==> src/rtl/fifo_pkg.sv <==
// Shared constants and helpers for the parametrised FIFO family.
package fifo_pkg;

    // Default geometry for the DSP/NCO/correlator sample chain
    localparam int unsigned FIFO_WIDTH = 8;
    localparam int unsigned FIFO_DEPTH = 16;

    // Ceiling log2, usable in parameter expressions
    function automatic int unsigned clog2(input int unsigned value);
        int unsigned result;
        result = 0;
        for (int unsigned i = 0; i < 32; i++) begin
            if ((32'd1 << i) < value) begin
                result = i + 1;
            end
        end
        return result;
    endfunction

endpackage

==> src/rtl/fifo_mem.sv <==
// Simple dual-port storage: one clocked write port, one asynchronous read port.
// Kept separate so it can later be swapped for a block RAM with registered read.
module fifo_mem
    import fifo_pkg::*;
#(
    parameter int unsigned WIDTH = FIFO_WIDTH,
    parameter int unsigned DEPTH = FIFO_DEPTH,
    localparam int unsigned AW   = clog2(DEPTH)
) (
    input  logic             i_clk,
    input  logic             i_we,
    input  logic [AW-1:0]    i_waddr,
    input  logic [WIDTH-1:0] i_wdata,
    input  logic [AW-1:0]    i_raddr,
    output logic [WIDTH-1:0] o_rdata
);

    // Storage is intentionally not reset
    logic [WIDTH-1:0] r_mem [DEPTH];

    // Write port: capture data on the rising edge when enabled
    always_ff @(posedge i_clk) begin
        if (i_we) begin
            r_mem[i_waddr] <= i_wdata;
        end
    end

    // Read port: combinational show-ahead
    assign o_rdata = r_mem[i_raddr];

endmodule

==> src/rtl/fifo_param.sv <==
// Parametrised synchronous FIFO with fill level, programmable almost flags and
// sticky overflow/underflow. Uses all DEPTH entries; read+write allowed when full.
module fifo_param
    import fifo_pkg::*;
#(
    parameter int unsigned WIDTH    = FIFO_WIDTH,
    parameter int unsigned DEPTH    = FIFO_DEPTH,
    parameter int unsigned AF_LEVEL = DEPTH - 2,
    parameter int unsigned AE_LEVEL = 2,
    localparam int unsigned AW      = clog2(DEPTH)
) (
    input  logic             i_clk,
    input  logic             i_rst_n,
    input  logic             i_clr,
    input  logic             i_wr,
    input  logic [WIDTH-1:0] i_din,
    input  logic             i_rd,
    output logic [WIDTH-1:0] o_dout,
    output logic             o_empty,
    output logic             o_full,
    output logic             o_almost_empty,
    output logic             o_almost_full,
    output logic [AW:0]      o_count,
    output logic             o_overflow,
    output logic             o_underflow
);

    localparam logic [AW:0] L_ONE = (AW + 1)'(1);
    localparam logic [AW:0] L_AF  = (AW + 1)'(AF_LEVEL);
    localparam logic [AW:0] L_AE  = (AW + 1)'(AE_LEVEL);

    // Pointers carry one extra wrap bit to tell full from empty
    logic [AW:0] r_wr_ptr;
    logic [AW:0] r_rd_ptr;
    logic [AW:0] r_count;
    logic        r_overflow;
    logic        r_underflow;

    logic [AW:0] w_wr_ptr_next;
    logic [AW:0] w_rd_ptr_next;
    logic [AW:0] w_count_next;
    logic        w_overflow_next;
    logic        w_underflow_next;

    logic        w_empty;
    logic        w_full;
    logic        w_rd_acc;
    logic        w_wr_acc;
    logic        w_mem_we;

    assign w_empty = (r_wr_ptr == r_rd_ptr);
    assign w_full  = (r_wr_ptr[AW-1:0] == r_rd_ptr[AW-1:0]) && (r_wr_ptr[AW] != r_rd_ptr[AW]);

    // No same-cycle pass-through: a read needs data already stored.
    // A read accepted while full frees the slot the write lands in.
    assign w_rd_acc = i_rd && !w_empty;
    assign w_wr_acc = i_wr && (!w_full || w_rd_acc);

    // A flush discards the accesses of its own cycle
    assign w_mem_we = w_wr_acc && !i_clr;

    // Next-state for pointers, fill level and sticky error flags
    always_comb begin
        w_wr_ptr_next    = r_wr_ptr;
        w_rd_ptr_next    = r_rd_ptr;
        w_count_next     = r_count;
        w_overflow_next  = r_overflow;
        w_underflow_next = r_underflow;

        if (i_clr) begin
            w_wr_ptr_next    = '0;
            w_rd_ptr_next    = '0;
            w_count_next     = '0;
            w_overflow_next  = 1'b0;
            w_underflow_next = 1'b0;
        end else begin
            if (w_wr_acc) begin
                w_wr_ptr_next = r_wr_ptr + L_ONE;
            end
            if (w_rd_acc) begin
                w_rd_ptr_next = r_rd_ptr + L_ONE;
            end

            case ({w_wr_acc, w_rd_acc})
                2'b10:   w_count_next = r_count + L_ONE;
                2'b01:   w_count_next = r_count - L_ONE;
                default: w_count_next = r_count;
            endcase

            if (i_wr && !w_wr_acc) begin
                w_overflow_next = 1'b1;
            end
            if (i_rd && !w_rd_acc) begin
                w_underflow_next = 1'b1;
            end
        end
    end

    // State registers with asynchronous active-low reset
    always_ff @(posedge i_clk or negedge i_rst_n) begin
        if (!i_rst_n) begin
            r_wr_ptr    <= '0;
            r_rd_ptr    <= '0;
            r_count     <= '0;
            r_overflow  <= 1'b0;
            r_underflow <= 1'b0;
        end else begin
            r_wr_ptr    <= w_wr_ptr_next;
            r_rd_ptr    <= w_rd_ptr_next;
            r_count     <= w_count_next;
            r_overflow  <= w_overflow_next;
            r_underflow <= w_underflow_next;
        end
    end

    fifo_mem #(
        .WIDTH (WIDTH),
        .DEPTH (DEPTH)
    ) u_mem (
        .i_clk   (i_clk),
        .i_we    (w_mem_we),
        .i_waddr (r_wr_ptr[AW-1:0]),
        .i_wdata (i_din),
        .i_raddr (r_rd_ptr[AW-1:0]),
        .o_rdata (o_dout)
    );

    // Status outputs follow the registered state directly
    always_comb begin
        o_empty        = w_empty;
        o_full         = w_full;
        o_count        = r_count;
        o_almost_empty = (r_count <= L_AE);
        o_almost_full  = (r_count >= L_AF);
        o_overflow     = r_overflow;
        o_underflow    = r_underflow;
    end

endmodule

==> config.mk <==
export PLATFORM = sky130hd
export DESIGN_NAME = fifo_param
export DESIGN_NICKNAME = d
export VERILOG_FILES = /design/src/rtl/fifo_pkg.sv /design/src/rtl/fifo_mem.sv /design/src/rtl/fifo_param.sv
export SDC_FILE = /design/constraint.sdc
export NUM_CORES = 1
export LEC_CHECK = 0
export CORE_ASPECT_RATIO = 1.1
export CORE_MARGIN = 2
export CORE_UTILIZATION = 52
export CTS_CLUSTER_DIAMETER = 60
export DETAILED_ROUTE_END_ITERATION = 7
export DONT_BUFFER_PORTS = 1
export GPL_ROUTABILITY_DRIVEN = 0
export HOLD_SLACK_MARGIN = 0.1
export PLACE_DENSITY = 0.64
export SYNTH_ARGS = -nofsm -noshare
export SYNTH_HDL_FRONTEND = slang
export SYNTH_SLANG_ARGS = --single-unit
==> constraint.sdc <==
create_clock -name i_clk -period 8.5 [get_ports i_clk]
set_clock_uncertainty 0.15 [all_clocks]
set_input_delay 0.425 -clock i_clk [delete_from_list [all_inputs] [get_ports i_clk]]
set_output_delay 0.425 -clock i_clk [all_outputs]
set_load 0.01 [all_outputs]
-- Word level (Yosys, flattened, before mapping)
Memories as Yosys holds them, arrays and structs flattened.
Cells that the tools add are included.
- register bits after elaboration: 17
- RAM bits: 128
- bits of input ports: 13
- output and inout port bits: 19
- logic and storage cells: 46
- memories: 1
- memory list (name ; depth ; width ; read ports ; clocked after memory_dff ; write ports ; RTL line ; source):
    u_mem.r_mem ; 16 ; 8 ; 1 ; 0 ; 1 ; fifo_mem.sv:19 ; logic [WIDTH-1:0] r_mem [DEPTH];
- $add $sub $neg: 4
- $lt $le $gt $ge: 2
- equality and inequality tests: 5
- muxes and demuxes: 12
- reduce and logical (&&, ||, !) cells: 17
- operators by type and width (kind ; number):
    5-bit 2-to-1 mux ; 5
    5-bit by 1-bit adder with 5-bit output (second input constant) ; 3
    5-bit one-hot mux with 2 select lines ; 1
    2-bit nonzero test ; 4
    1-bit logical AND ; 6
    1-bit 2-to-1 mux ; 6
    5-bit equality test ; 1
    5-bit by 4-bit >= comparator with 1-bit output (second input constant) ; 1
    5-bit by 2-bit less-or-equal comparator with 1-bit output (second input constant) ; 1
    1-bit logical NOT ; 5
    5-bit by 1-bit subtractor with 5-bit output (second input constant) ; 1
    4-bit equality test ; 1
    3-bit nonzero test ; 1
    2-bit by 1-bit equality test with 1-bit output (second input constant) ; 1
    2-bit equality test (second input constant) ; 1
    1-bit logical OR ; 1
    1-bit inequality test ; 1

-- Longest topological paths before layout
- depth after elaboration: 9
- gate-level depth with buffers: 12
- depth with buffers taken out: 11

-- Modules after synthesis
A second synthesis with hierarchy kept.
- cells, all modules: 336
- area total of the unflattened synthesis: 6094.6 sq um
- by module, submodules not included (module ; times used ; cells an instance ; area an instance (sq um) ; sequential area each (sq um)):
    fifo_mem ; 1 ; 221 ; 4987.3 ; 3843.7
    fifo_param ; 1 ; 115 ; 1107.3 ; 425.4

-- Worst setup path after synthesis
No wires, ideal clock.
- kind: register to register
- from: register r_rd_ptr[0]
- to: register r_count[4] (netlist: o_count[4])
- setup time: 125 ps
- arrival time: 2510 ps
- data required time: 8225 ps
- setup slack: 5715 ps
- stages on the path, launching flop included: 12
- path buffers: 1
- period minus slack after synthesis: 2785 ps
- cell sequence: dfrtp_1 > buf_4 > xnor2_1 > and4_4 > a21oi_2 > nand2_1 > fa_1 > nand2b_1 > a21oi_1 > a2111oi_4 > a31oi_1 > mux2_4
- word-level cells in the longest chain between the ends: 8
- elaborated cells between the ends (all ways): 13
- those cells by class: eq/ne (4); mux (2); reduce/logical (7)
- ends and longest elaborated chain (element ; RTL line ; source):
    start: declaration ; fifo_param.sv:34 ; logic [AW:0] r_rd_ptr;
    start signal: assignment ; fifo_param.sv:109 ; r_rd_ptr <= w_rd_ptr_next;
    5-bit equality test / 4-bit equality test (equally long branches) ; fifo_param.sv:51, fifo_param.sv:52 ;
    1-bit logical NOT / 1-bit logical AND (equally long branches) ; fifo_param.sv:56, fifo_param.sv:52 ;
    1-bit logical AND / 1-bit logical NOT (equally long branches) ; fifo_param.sv:56, fifo_param.sv:57 ;
    1-bit logical OR ; fifo_param.sv:57 ; assign w_wr_acc = i_wr && (!w_full || w_rd_acc);
    1-bit logical AND ; fifo_param.sv:57 ;
    2-bit by 1-bit equality test with 1-bit output / 2-bit equality test (equally long branches) ; fifo_param.sv:84 ; case ({w_wr_acc, w_rd_acc})
    5-bit one-hot mux with 2 select lines ; fifo_param.sv:84 ;
    5-bit 2-to-1 mux ; fifo_param.sv:70 ; if (i_clr) begin
    end signal: assignment ; fifo_param.sv:110 ; r_count <= w_count_next;
    end: declaration ; fifo_param.sv:35 ; logic [AW:0] r_count;
Parallel ways exist; a longest one is shown, timed or not.
A chain may end at the register's enable or synchronous reset.

-- Worst setup path after layout
- from: register r_rd_ptr[3]
- to: register r_count[4] (netlist: o_count[4])
Same word-level chain as after synthesis.

==> impl_metrics.py <==
metrics = {
    "worst_setup_path": {
        "worst-r2r-cell-count": 10,
        "critical-path-slowest-cell": "dfrtp_1",
        "crit_cells": 10,
        "path_class": "reg2reg",
        "startpoint": "r_rd_ptr[3]",
        "crit_path_start_kind": "register",
        "reg2reg_from": "r_rd_ptr[3]",
        "slowest_delay_ns": 0.81,
        "critPathTopFamily": "compound AO/OA/AOI/OAI gates",
        "arrival_ns": 3.56,
        "crit_path_end_kind": "register",
        "crit_chain": "xnor2_1 -> and4_4 -> a21oi_2 -> nand2_1 -> fa_1 -> nand2b_1 -> a21oi_1 -> a2111oi_4 -> a31oi_1 -> mux2_4",
        "required_ns": 8.65,
        "path_buf_inv": 0,
        "crit_fanout": 19,
    },
    "finish": {
        "area_growth_pct": 13.26,
        "post-route-util_pct": 60.63,
        "nets": 389,
        "diodes": 0,
        "fin_cells": 530,
        "drive_gt1_share_pct": 19.74,
    },
    "power": {
        "p_seq_share_pct": 46.4,
        "p_per_area_nw_per_um2": 249.5,
        "switchingPower_uw": 408.1,
        "p_total_mw": 1.738,
        "p_comb_share_pct": 13.4,
        "p_clk_share_pct": 40.2,
        "intPower_mw": 1.330,
        "ir_drop_uv": 183.4,
        "cellLeakagePower_nw": 2.287,
        "p_sw_share_pct": 23.47,
    },
    "synth": {
        "yosysTopAreaCell": "edfxtp_1",
        "synth.distinct_cells": 39,
        "synth_common_cells": "128 x edfxtp_1, 35 x nor2_1, 29 x mux4_2, 17 x dfrtp_1, 15 x a21oi_1",
        "syn_area_per_cell_sq_um": 17.73,
        "synth.most_common_cell": "edfxtp_1",
        "synth_warnings": 0,
        "syn_nets": 369,
        "async_reset_ff_share_pct": 11.72,
        "yosysSeqAreaShare_pct": 69.41,
        "synth_edf_count": 128,
        "synth_top_area_share_pct": 62.49,
        "netlist_area_sq_um": 6151,
        "ys.flop_type": "edfxtp_1",
        "synth_seq_cells": 145,
        "synthCells": 347,
        "synth.area.top_cells": "edfxtp_1 62%, mux4_2 11%, dfrtp_1 6.9%",
    },
    "clock_tree": {
        "cts_setup_buffers": 0,
        "cts_tree": "yes",
        "hold_buffers": 13,
        "cts_resized": 0,
        "cts_buffer_depth": 2,
        "clock_sinks": 145,
        "cts_made_buffers": 17,
        "path_clk_slew_ns": 0.06,
        "clock_latency_ns": 0.42,
        "cts_htree_levels": 4,
        "cts-root-buf": "clkbuf_16",
    },
    "die": {
        "core_sq_um": 11490,
        "ioPinCount": 32,
        "die-area_sq_um": 12720,
        "initial_core_util_pct": 53.53,
        "rows": 41,
        "die_x_microns": 107.7,
        "die_h_microns": 118.1,
    },
    "min_path": {
        "worstHoldPathCells": 2,
        "hp-class": "in2reg",
        "hold_start": "i_clr",
    },
    "sta": {
        "finalMaxSlewViolations": 0,
        "rsz0062_at_grt": "false",
        "relSlewSlack_pct": 23.60,
        "tightest_slew_ns": 1.142,
        "finalHoldViolations": 0,
        "timing.final.crit_period_ns": 3.410,
        "fin_crit_sh_pct": 40.12,
        "fin_tns_setup_ns": 0,
        "max_freq_mhz": 293.2,
        "setup_viol": 0,
    },
    "global_routing": {
        "grt_max_degree": 37,
        "track_usage_pct": 20.60,
        "first_global_vias": 3209,
        "grt_antenna_before_repair": 0,
        "grtUsageMet3_pct": 6.368,
        "grt_use_met1_pct": 26.88,
        "gr-usage-met2_pct": 31.49,
        "grt-busiest-layer": "met2",
        "grt_pass1_wl_microns": 18360,
        "grt-ovfl-total": 0,
    },
    "placed_design": {
        "placed_cells": 485,
        "dp_hpwl_microns": 7031,
        "port_buffers": 0,
    },
    "detailed_routing": {
        "drt_first_iter_violations": 153,
        "routed_wl_microns": 12170,
        "wl_per_cell_microns": 22.97,
        "drcViolationCount": 0,
        "drtPass1Iterations": 5,
        "vias": 3109,
        "drtAntennaViolNets": 0,
        "viasPerCell": 5.866,
    },
    "status": {
        "outcome": "completed",
    },
    "run": {
        "cap_violations": 0,
    },
}
## final cells by class
cell class | count | area (sq um)
clock buffers | 27 | 503.0
clock inverters | 5 | 52.55
fillers | 859 | 4524
inverters | 7 | 26.28
multi-input cells | 176 | 1744
flip-flops and latches | 145 | 4270
well taps | 150 | 187.7
repair buffers | 20 | 182.7
## flip-flops by register name, indices dropped and copies added, names as in the netlist
name and cells:
o_underflow 1, r_rd_ptr 5, o_count 5, u_mem.r_mem 128
o_overflow 1, r_wr_ptr 5
## per-stage QoR
| stage | setup WS [ns] | hold slack [ns] | instance area [sq um] |
|---|---|---|---|
| 2_1_floorplan | 5.715 | -0.02059 | 6151 |
| 5_1_grt | 4.905 | 0.1230 | 6967 |
| 3_3_place_gp | 5.236 | -0.01993 | 6281 |
| 6_report | 5.090 | 0.1222 | 6967 |
| 3_5_place_dp | 5.134 | -0.01993 | 6281 |
| 4_1_cts | 5.120 | 0.1083 | 6967 |
## placed cells by master, fill, tap and decap left out, drive strengths merged, types with 11 or more instances in the layout
| cell | count |
|---|---|
| a211oi | 11 |
| a21oi | 16 |
| clkbuf | 27 |
| dfrtp | 17 |
| dlygate4sd3 | 13 |
| edfxtp | 128 |
| mux2i | 11 |
| mux4 | 32 |
| nor2 | 35 |
| nor2b | 11 |
| xnor2 | 12 |
## power by group through the flow
stage                     logic (mW)  clock network (mW)  registers [mW]
after global routing           0.258               0.736           0.809
after floorplan                0.192                   0           0.817
after detailed placement       0.221                   0           0.822
final                          0.233               0.698           0.807
after CTS                      0.237               0.711           0.807
after global placement         0.220                   0           0.821
## path summary, 6_finish.rpt
| kind | slack (ns) | endpoint |
|---|---|---|
| max reg2reg | 5.09 | o_count[4] |
| min reg2reg | 0.44 | o_overflow |
| min in group asynchronous | 0.40 | o_overflow |
| max | 5.09 | o_count[4] |
| min | 0.12 | o_count[2] |
| max in group asynchronous | 7.23 | r_rd_ptr[0] |
## cells by family (layout without fill, tap and decap cells)
| kind of cell | after synthesis | in the layout | share of synthesized area [%] |
|---|---|---|---|
| AOI/OAI and AO/OA | 37 | 37 | 4.312 |
| xor gates and xnor gates | 16 | 16 | 2.400 |
| adders and majority gates | 9 | 9 | 1.953 |
| buffers and inverters | 26 | 59 | 2.238 |
| DFF | 145 | 145 | 69.41 |
| muxes | 48 | 48 | 14.73 |
| and+or+nand+nor | 66 | 66 | 4.964 |
## routing by layer
metal	vias to the layer above	share of wire, %	wire [microns]
li1	1397	-	-
met1	1603	40	4914
met2	97	51	6261
met3	12	6.9	834
met4	0	1.3	161
met5	-	0	0
No activity file was read; power rests on OpenSTA's default activity.
